--- src/rtl/core_shift_issue_pkg.sv ---
// Shared operand-2 / barrel-shifter interface types for the ARM data-processing path.
package core_shift_issue_pkg;

  typedef struct packed {
    logic ror;
    logic shr;
    logic sign_extend;
    logic put_carry;
  } shifter_control;

  typedef enum logic [1:0] {
    SHIFT_LSL = 2'd0,
    SHIFT_LSR = 2'd1,
    SHIFT_ASR = 2'd2,
    SHIFT_ROR = 2'd3
  } shift_type_t;

  typedef enum logic [1:0] {
    OP2_IMM       = 2'd0,
    OP2_SHIFT_IMM = 2'd1,
    OP2_SHIFT_REG = 2'd2
  } shift_kind_t;

  localparam logic [7:0] SHIFT_RRX_AMT    = 8'd1;
  localparam logic [7:0] SHIFT_ZERO_AS_32 = 8'd32;

endpackage

--- src/rtl/core_shift_issue_resolve.sv ---
// Combinational decode of an ARM operand-2 encoding into a barrel-shifter request.
module core_shift_resolve
  import core_shift_issue_pkg::*;
#(
  parameter int W = 32
) (
  input  shift_kind_t    kind_i,
  input  shift_type_t    type_i,
  input  logic [7:0]     amt_i,
  input  logic [7:0]     imm8_i,
  input  logic [3:0]     rot_i,
  input  logic [W-1:0]   rm_i,
  input  logic           c_i,
  output shifter_control ctrl_o,
  output logic [W-1:0]   base_o,
  output logic [7:0]     shift_o,
  output logic           c_in_o
);

  always_comb begin
    ctrl_o  = '0;
    base_o  = rm_i;
    shift_o = amt_i;
    c_in_o  = c_i;
    case (kind_i)
      OP2_SHIFT_IMM: begin
        // Immediate #0 is an alias: LSR/ASR mean #32, ROR means RRX.
        case (type_i)
          SHIFT_LSR: begin
            ctrl_o.shr = 1'b1;
            if (amt_i == 8'd0) shift_o = SHIFT_ZERO_AS_32;
          end
          SHIFT_ASR: begin
            ctrl_o.shr         = 1'b1;
            ctrl_o.sign_extend = 1'b1;
            if (amt_i == 8'd0) shift_o = SHIFT_ZERO_AS_32;
          end
          SHIFT_ROR: begin
            if (amt_i == 8'd0) begin
              ctrl_o.shr       = 1'b1;
              ctrl_o.put_carry = 1'b1;
              shift_o          = SHIFT_RRX_AMT;
            end else begin
              ctrl_o.ror = 1'b1;
            end
          end
          default: ctrl_o = '0;
        endcase
      end
      OP2_SHIFT_REG: begin
        case (type_i)
          SHIFT_LSR: ctrl_o.shr = 1'b1;
          SHIFT_ASR: begin
            ctrl_o.shr         = 1'b1;
            ctrl_o.sign_extend = 1'b1;
          end
          SHIFT_ROR: ctrl_o.ror = 1'b1;
          default:   ctrl_o = '0;
        endcase
      end
      default: begin
        base_o     = {{(W-8){1'b0}}, imm8_i};
        ctrl_o.ror = 1'b1;
        shift_o    = {3'b000, rot_i, 1'b0};
      end
    endcase
  end

endmodule

--- src/rtl/core_shift_issue.sv ---
// Operand-2 sequencer: resolves shift encodings, fetches Rs when needed and issues
// one registered valid/ready request to the shifter stage.
module core_shift_issue
  import core_shift_issue_pkg::*;
#(
  parameter int W = 32
) (
  input  logic           clk,
  input  logic           rst_n,
  input  logic           flush,
  input  logic           op_valid,
  output logic           op_ready,
  input  shift_kind_t    op_kind,
  input  shift_type_t    op_type,
  input  logic [7:0]     op_imm8,
  input  logic [3:0]     op_rot,
  input  logic [4:0]     op_amt,
  input  logic [W-1:0]   op_rm,
  input  logic [3:0]     op_rs,
  input  logic           c_flag,
  output logic           rs_req,
  output logic [3:0]     rs_addr,
  input  logic [W-1:0]   rs_data,
  output logic           out_valid,
  input  logic           out_ready,
  output shifter_control out_ctrl,
  output logic [W-1:0]   out_base,
  output logic [7:0]     out_shift,
  output logic           out_c_in
);

  localparam logic [1:0] IDLE    = 2'd0;
  localparam logic [1:0] RS_REQ  = 2'd1;
  localparam logic [1:0] RS_DATA = 2'd2;
  localparam logic [1:0] OUT     = 2'd3;

  logic [1:0]     state_q, state_d;
  shift_type_t    type_q, type_d;
  logic [W-1:0]   rm_q, rm_d;
  logic           c_q, c_d;
  logic [3:0]     rs_addr_q, rs_addr_d;
  logic           valid_q, valid_d;
  shifter_control ctrl_q, ctrl_d;
  logic [W-1:0]   base_q, base_d;
  logic [7:0]     shift_q, shift_d;
  logic           cin_q, cin_d;

  logic           from_rs;
  logic           accept;
  shift_kind_t    res_kind;
  shift_type_t    res_type;
  logic [7:0]     res_amt;
  logic [W-1:0]   res_rm;
  logic           res_c;
  shifter_control res_ctrl;
  logic [W-1:0]   res_base;
  logic [7:0]     res_shift;
  logic           res_c_in;
  logic           unused_rs_hi;

  // One resolver serves both the direct path and the Rs-return path.
  assign from_rs  = (state_q == RS_DATA);
  assign res_kind = from_rs ? OP2_SHIFT_REG : op_kind;
  assign res_type = from_rs ? type_q : op_type;
  assign res_amt  = from_rs ? rs_data[7:0] : {3'b000, op_amt};
  assign res_rm   = from_rs ? rm_q : op_rm;
  assign res_c    = from_rs ? c_q : c_flag;
  assign unused_rs_hi = ^rs_data[W-1:8];

  core_shift_resolve #(.W(W)) u_resolve (
    .kind_i  (res_kind),
    .type_i  (res_type),
    .amt_i   (res_amt),
    .imm8_i  (op_imm8),
    .rot_i   (op_rot),
    .rm_i    (res_rm),
    .c_i     (res_c),
    .ctrl_o  (res_ctrl),
    .base_o  (res_base),
    .shift_o (res_shift),
    .c_in_o  (res_c_in)
  );

  assign op_ready = !flush && ((state_q == IDLE) || ((state_q == OUT) && out_ready));
  assign accept   = op_valid && op_ready;

  always_comb begin
    state_d   = state_q;
    type_d    = type_q;
    rm_d      = rm_q;
    c_d       = c_q;
    rs_addr_d = rs_addr_q;
    valid_d   = valid_q;
    ctrl_d    = ctrl_q;
    base_d    = base_q;
    shift_d   = shift_q;
    cin_d     = cin_q;
    if (flush) begin
      state_d = IDLE;
      valid_d = 1'b0;
    end else begin
      case (state_q)
        RS_REQ: state_d = RS_DATA;
        RS_DATA: begin
          ctrl_d  = res_ctrl;
          base_d  = res_base;
          shift_d = res_shift;
          cin_d   = res_c_in;
          valid_d = 1'b1;
          state_d = OUT;
        end
        default: begin
          // IDLE or OUT: retire the current request, then possibly take a new one.
          if ((state_q == OUT) && out_ready) begin
            state_d = IDLE;
            valid_d = 1'b0;
          end
          if (accept) begin
            if (op_kind == OP2_SHIFT_REG) begin
              type_d    = op_type;
              rm_d      = op_rm;
              c_d       = c_flag;
              rs_addr_d = op_rs;
              valid_d   = 1'b0;
              state_d   = RS_REQ;
            end else begin
              ctrl_d  = res_ctrl;
              base_d  = res_base;
              shift_d = res_shift;
              cin_d   = res_c_in;
              valid_d = 1'b1;
              state_d = OUT;
            end
          end
        end
      endcase
    end
  end

  always_ff @(posedge clk or negedge rst_n) begin
    if (!rst_n) begin
      state_q   <= IDLE;
      type_q    <= SHIFT_LSL;
      rm_q      <= '0;
      c_q       <= 1'b0;
      rs_addr_q <= '0;
      valid_q   <= 1'b0;
      ctrl_q    <= '0;
      base_q    <= '0;
      shift_q   <= '0;
      cin_q     <= 1'b0;
    end else begin
      state_q   <= state_d;
      type_q    <= type_d;
      rm_q      <= rm_d;
      c_q       <= c_d;
      rs_addr_q <= rs_addr_d;
      valid_q   <= valid_d;
      ctrl_q    <= ctrl_d;
      base_q    <= base_d;
      shift_q   <= shift_d;
      cin_q     <= cin_d;
    end
  end

  assign rs_req    = (state_q == RS_REQ);
  assign rs_addr   = rs_addr_q;
  assign out_valid = valid_q;
  assign out_ctrl  = ctrl_q;
  assign out_base  = base_q;
  assign out_shift = shift_q;
  assign out_c_in  = cin_q;

endmodule

--- config.mk ---
export PLATFORM = sky130hd
export DESIGN_NAME = core_shift_issue
export DESIGN_NICKNAME = d
export VERILOG_FILES = /design/src/rtl/core_shift_issue_pkg.sv /design/src/rtl/core_shift_issue_resolve.sv /design/src/rtl/core_shift_issue.sv
export SDC_FILE = /design/constraint.sdc
export NUM_CORES = 1
export LEC_CHECK = 0
export ABC_AREA = 1
export ABC_CLOCK_PERIOD_IN_PS = 2600
export CAP_MARGIN = 0
export CORE_MARGIN = 10
export CORE_UTILIZATION = 46
export CTS_CLUSTER_SIZE = 10
export DETAILED_ROUTE_END_ITERATION = 16
export PLACE_DENSITY = 0.77
export SYNTH_ARGS = -nofsm -noshare
export SYNTH_HDL_FRONTEND = slang
export SYNTH_SLANG_ARGS = --single-unit
export TNS_END_PERCENT = 50
--- constraint.sdc ---
create_clock -name clk -period 2.6 [get_ports clk]
set_clock_uncertainty 0.05 [all_clocks]
set_input_delay 0.52 -clock clk [delete_from_list [all_inputs] [get_ports clk]]
set_output_delay 0.52 -clock clk [all_outputs]
set_load 0.05 [all_outputs]
Word-level counts from Yosys, hierarchy flattened
Index checks and enable logic that the tools add are counted.
W data, S select, Z words.
{"block": "totals", "ff_bits": 87, "latch_bits": 0, "ram_bits": 0, "romBits": 0, "in_bits": 95, "out_inout_bits": 52, "elab_cells": 85, "n_memories": 0}
{"block": "classes", "n_addsub": 0, "n_mul": 0, "n_div": 0, "n_lt_le_gt_ge": 0, "eq_ne": 11, "shift": 0, "muxes": 42, "bitwise_logic": 3, "n_reduce_logical": 16}
{"operator": "$mux W32", "n": 4}
{"operator": "$pmux W32 S2", "n": 1}
{"operator": "$pmux W8 S2", "n": 3}
{"operator": "$mux W8", "n": 5}
{"operator": "$mux W1", "n": 14}
{"operator": "$eq A2 B2 Y1 const B", "n": 6}
{"operator": "$mux W2", "n": 6}
{"operator": "$logic_not A8 Y1", "n": 1}
{"operator": "$mux W4", "n": 2}
{"operator": "$pmux W1 S2", "n": 4}
{"operator": "$pmux W4 S2", "n": 1}
{"operator": "$reduce_and A4 Y1", "n": 2}
{"operator": "$eq A2 B1 Y1 const B", "n": 3}
{"operator": "$pmux W3 S2", "n": 1}
{"operator": "$reduce_or A2 Y1", "n": 3}
{"operator": "$reduce_bool A5 Y1", "n": 1}
{"operator": "$ne A2 B2 Y1 const B", "n": 2}
{"operator": "$pmux W2 S2", "n": 1}
{"operator": "$reduce_bool A4 Y1", "n": 1}
{"operator": "$logic_and A1 B1 Y1", "n": 3}
{"operator": "$not A1 Y1", "n": 3}
{"operator": "$logic_not A2 Y1", "n": 1}
{"operator": "$reduce_and A2 Y1", "n": 1}
{"operator": "$reduce_bool A2 Y1", "n": 1}
{"operator": "2 further kinds", "n": 2}

Longest topological paths before layout
{"block": "depth", "ltp_word": 9, "depth_mapped": 16, "mapped_depth_nobuf": 15}

Cells and area by module
Synthesis repeated with hierarchy kept, for this count alone.
{"block": "hier_totals", "cells_unflattened": 639, "hier_area_um2": 4628.2}
{"module": "core_shift_issue", "n_inst": 1, "cells_each": 502, "area_per_inst_um2": 4031.4, "seq_area_each_um2": 2177.1}
{"module": "core_shift_resolve", "n_inst": 1, "cells_each": 137, "area_per_inst_um2": 596.8, "seq_area_each_um2": 0.0}

Least setup slack after synthesis
OpenSTA, ideal clock, no wires.
{"block": "synth_path", "path_type": "flip-flop to flip-flop", "start": "register state_q[0]", "end": "register base_q[4], in the netlist out_base[4]", "arrival_time_ns": 2.138, "t_required_ns": 2.423, "setup_slack_ns": 0.284, "path_stages_with_launch": 13, "n_path_buf": 3, "path_cell_list": "dfrtp_1 -> inv_1 -> ha_1 -> inv_2 -> buf_2 -> buf_2 -> nand2_1 -> ha_1 -> inv_1 -> clkbuf_1 -> o211ai_1 -> o21ai_0 -> o21ai_0"}
{"block": "synth_between", "elab_chain_cells": 8, "elab_cells_between_ends": 21, "cone_classes": "eq/ne (6); mux (6); bitwise (1); reduce/logical (8)"}
{"item": "start, declared", "line": "core_shift_issue.sv:37", "source": "logic [1:0] state_q, state_d;"}
{"item": "start signal, assigned", "line": "core_shift_issue.sv:153", "source": "state_q <= state_d;"}
{"item": "$eq A2 B2 Y1", "line": "core_shift_issue.sv:62, core_shift_issue.sv:102"}
{"item": "$mux W2", "line": "core_shift_issue.sv:63", "source": "assign res_kind = from_rs ? OP2_SHIFT_REG : op_kind;"}
{"item": "$eq A2 B1 Y1 or $eq A2 B2 Y1 (tied branches)", "line": "core_shift_issue_resolve.sv:25", "source": "case (kind_i)"}
{"item": "$reduce_or A2 Y1 (no line)"}
{"item": "$mux W32", "line": "core_shift_issue_resolve.sv:25"}
{"item": "$mux W32", "line": "core_shift_issue.sv:119", "source": "if (op_kind == OP2_SHIFT_REG) begin"}
{"item": "$mux W32", "line": "core_shift_issue.sv:118", "source": "if (accept) begin"}
{"item": "$pmux W32 S2", "line": "core_shift_issue.sv:102", "source": "case (state_q)"}
{"item": "end signal, assigned", "line": "core_shift_issue.sv:160", "source": "base_q <= base_d;"}
{"item": "end, declared", "line": "core_shift_issue.sv:44", "source": "logic [W-1:0] base_q, base_d;"}
Parallel ways exist; a longest one is shown, timed or not. The select of a mux whose other input is x is not followed.
A chain may end at the register's enable or synchronous reset.

Worst setup path in the final report
{"block": "layout_path", "start": "register state_q[1]", "end": "output rs_req"}
{"block": "layout_between", "elab_chain_cells": 1}
{"item": "$eq A2 B1 Y1", "line": "core_shift_issue.sv:166", "source": "assign rs_req = (state_q == RS_REQ);"}
{"item": "end, declared", "line": "core_shift_issue.sv:21", "source": "output logic rs_req,"}
Every way passes these cells.

==> out/results.ini <==
[run_status]
status=completed

[clocking]
insertion_delay_ns=0.35
cts_setup_buffers=0
cts_buffers=9
clock_path_buffers=2
cts_sinks=87
tritoncts=yes
path_clk_slew_ns=0.08
root_buffer=clkbuf_8
cts_max_level=3

[pwr]
vdd_drop_max_v=0.000736
powerDensity_nw_per_um2=1120
p_leak_nw=2.79

[job]
drv_cap=0

[finish]
area_growth_pct=34.7
nFillCells=827
drive_gt1_frac=0.0980
num_antenna_cells=0
nets=744
multi_input_area_sq_um=1750
stdcell_area_sq_um=5820
register_area_sq_um=2180

[timing]
setup_tns_ns=0
worst_pin_slew_ns=0.549
rsz0062_at_grt=no
hold_violations=0
hold_ws_ns=0.430
setup_viol=0
slew_viol_final=0
fmax_ghz=0.401
relSlewSlack=0.633
min_period_over_period=0.960
fin_crit_ns=2.50

[synthesis]
yosys_warnings=0
synth_most_common_cell=nand2_1
syn_area_per_cell_sq_um=8.29
synth_area_sq_um=4320
synth_fp_nets=626
synthFlopType=dfrtp_1
synth_top_area_frac=0.504
yosys-top-cells-area=dfrtp_1, nand2_1, o21ai_0
synth_cell_type_count=25
synth_edf_count=0
ys_seq_area_frac=0.504
ys_ff_latch=87
synthArstFlopShare=1.00
yosys.area.top_type=dfrtp_1
synth_common_cells=nand2_1, dfrtp_1, o21ai_0
syn_inst=521

[worst_hold_path]
hold_path.class=flip-flop to flip-flop

[route]
drc=0
vias=3699
viasPerCell=4.91
ant_nets=0
drt_wl_total_um=10700
drt_iter0_drc=256
wl_per_cell_um=14.2
firstDrtPassIters=4

[setup_path]
critical_path.endpoint_type=output pin
rrSetupSlack_ns=0.27
r2r_start=state_q[0]
crit_type=flip-flop to output pin
cp_cell_sequence=inv_1, ha_1, clkdlybuf4s50_1
path_max_fanout=4
rr_worst_depth=15
worstReg2RegEnd=out_shift[4]
slowest_stage=clkdlybuf4s50_1
cp.required_ns=2.03
max_stage_delay_ns=0.82
startpoint=state_q[1]
crit_arrival_ns=1.93
critPathCapture=rs_req
startpoint_type=flip-flop

[die]
design.core.area_sq_um=9200
die_area_sq_um=13700
die_h_um=117
placementRows=35
io_pins=147
start_util=0.470
die_w_um=117

[place]
hpwl_um=8020
io_buffers=122
gp_congestion=0.833
placed_area_sq_um=5610

[grt]
antenna_found_initial=0
grt_pass1_vias=3718
grt_max_degree=77
grt_overflow_total=0
grt_pass1_wl_um=17600
grtUsageTotal=0.160

==> power by group <==
group | switching [mW] | leakage [nW] | total, mW | internal [mW]
Clock | 0.468 | 0.0953 | 0.906 | 0.437
Sequential | 0.271 | 1.08 | 2.20 | 1.93
Combinational | 2.25 | 1.62 | 3.42 | 1.17
Total | 2.99 | 2.79 | 6.52 | 3.53
==> final cells by class <==
cell class,count,share of cell area
sequential,87,0.374
multi-input combinational,345,0.301
timing repair buffer,133,0.228
inverter,63,0.0411
tap,111,0.0239
clock buffer,9,0.0213
clock inverter,6,0.0105
==> routing by layer <==
| layer | up-vias | track usage | routed length [um] |
|---|---|---|---|
| met5 | - | 0 | 0 |
| met4 | 0 | 0.0585 | 182 |
| met3 | 14 | 0.0377 | 660 |
| met2 | 88 | 0.272 | 5270 |
| met1 | 1699 | 0.195 | 4580 |
| li1 | 1898 | - | - |
==> worst min path at each step <==
stage,to,startpoint,cells past startpoint
floorplan,c_q,rst_n,0
global placement,out_base[4],rst_n,1
detailed placement,out_base[4],rst_n,1
CTS,type_q[0],type_q[0],2
global route,out_base[26],out_base[26],2
finish,type_q[0],type_q[0],2
==> through the flow <==
stage	worst slack [ns]	cells	power, mW	utilization
2_1_floorplan	0.284	521	4.57	-
6_report	0.105	754	6.52	0.633
5_1_grt	0.0224	754	7.01	0.633
4_1_cts	0.0988	754	6.58	0.631
3_3_place_gp	0.168	738	5.56	0.610
3_5_place_dp	0.108	738	5.66	0.610
==> worst max-delay path, delay by kind of cell (launching register included) <==
family	cells	cell delay [ns]
flip-flops	1	0.44
buffers and inverters	2	0.94
adder cells (fa/ha/maj)	1	0.20
==> repair_timing <==
action / 4_1_cts / 5_1_grt
hold endpoints to repair: 11 / 0
hold buffers: 1 / 0
endpoints found under the setup margin: 0 / 8
resized for setup: 0 / 3
==> sequential cells by signal, indices dropped and copies added (netlist names) <==
register / flops
c_q: 1
type_q: 2
out_valid: 1
out_c_in: 1
out_shift: 8
state_q: 2
rm_q: 32
out_base: 32
rs_addr: 4
out_ctrl: 4
==> cell usage in the layout, fill, tap and decap left out, drive strengths merged <==
master,Yosys,routed
buf,22,12
clkinvlp,0,1
dfrtp,87,87
ha,10,10
nor2,29,29
bufinv,0,1
nand2,154,154
nand4,5,5
o21bai,1,1
o21ai,101,101
dlygate4sd3,0,1
clkinv,0,3
o211ai,9,9
or2,1,1
clkdlybuf4s50,0,120
inv,63,64
clkbuf,4,9
nand3,13,13
a21oi,22,22
==> cell families (layout without fill, tap and decap cells) <==
group	Yosys count	count (layout)	share of synthesized area
AND/OR/NAND/NOR	202	202	0.196
AO/OA/AOI/OAI	133	133	0.177
buffers and inverters	89	211	0.0941
flip-flops	87	87	0.504
adder cells (fa/ha/maj)	10	10	0.0290
No activity file was read; power rests on OpenSTA's default activity.
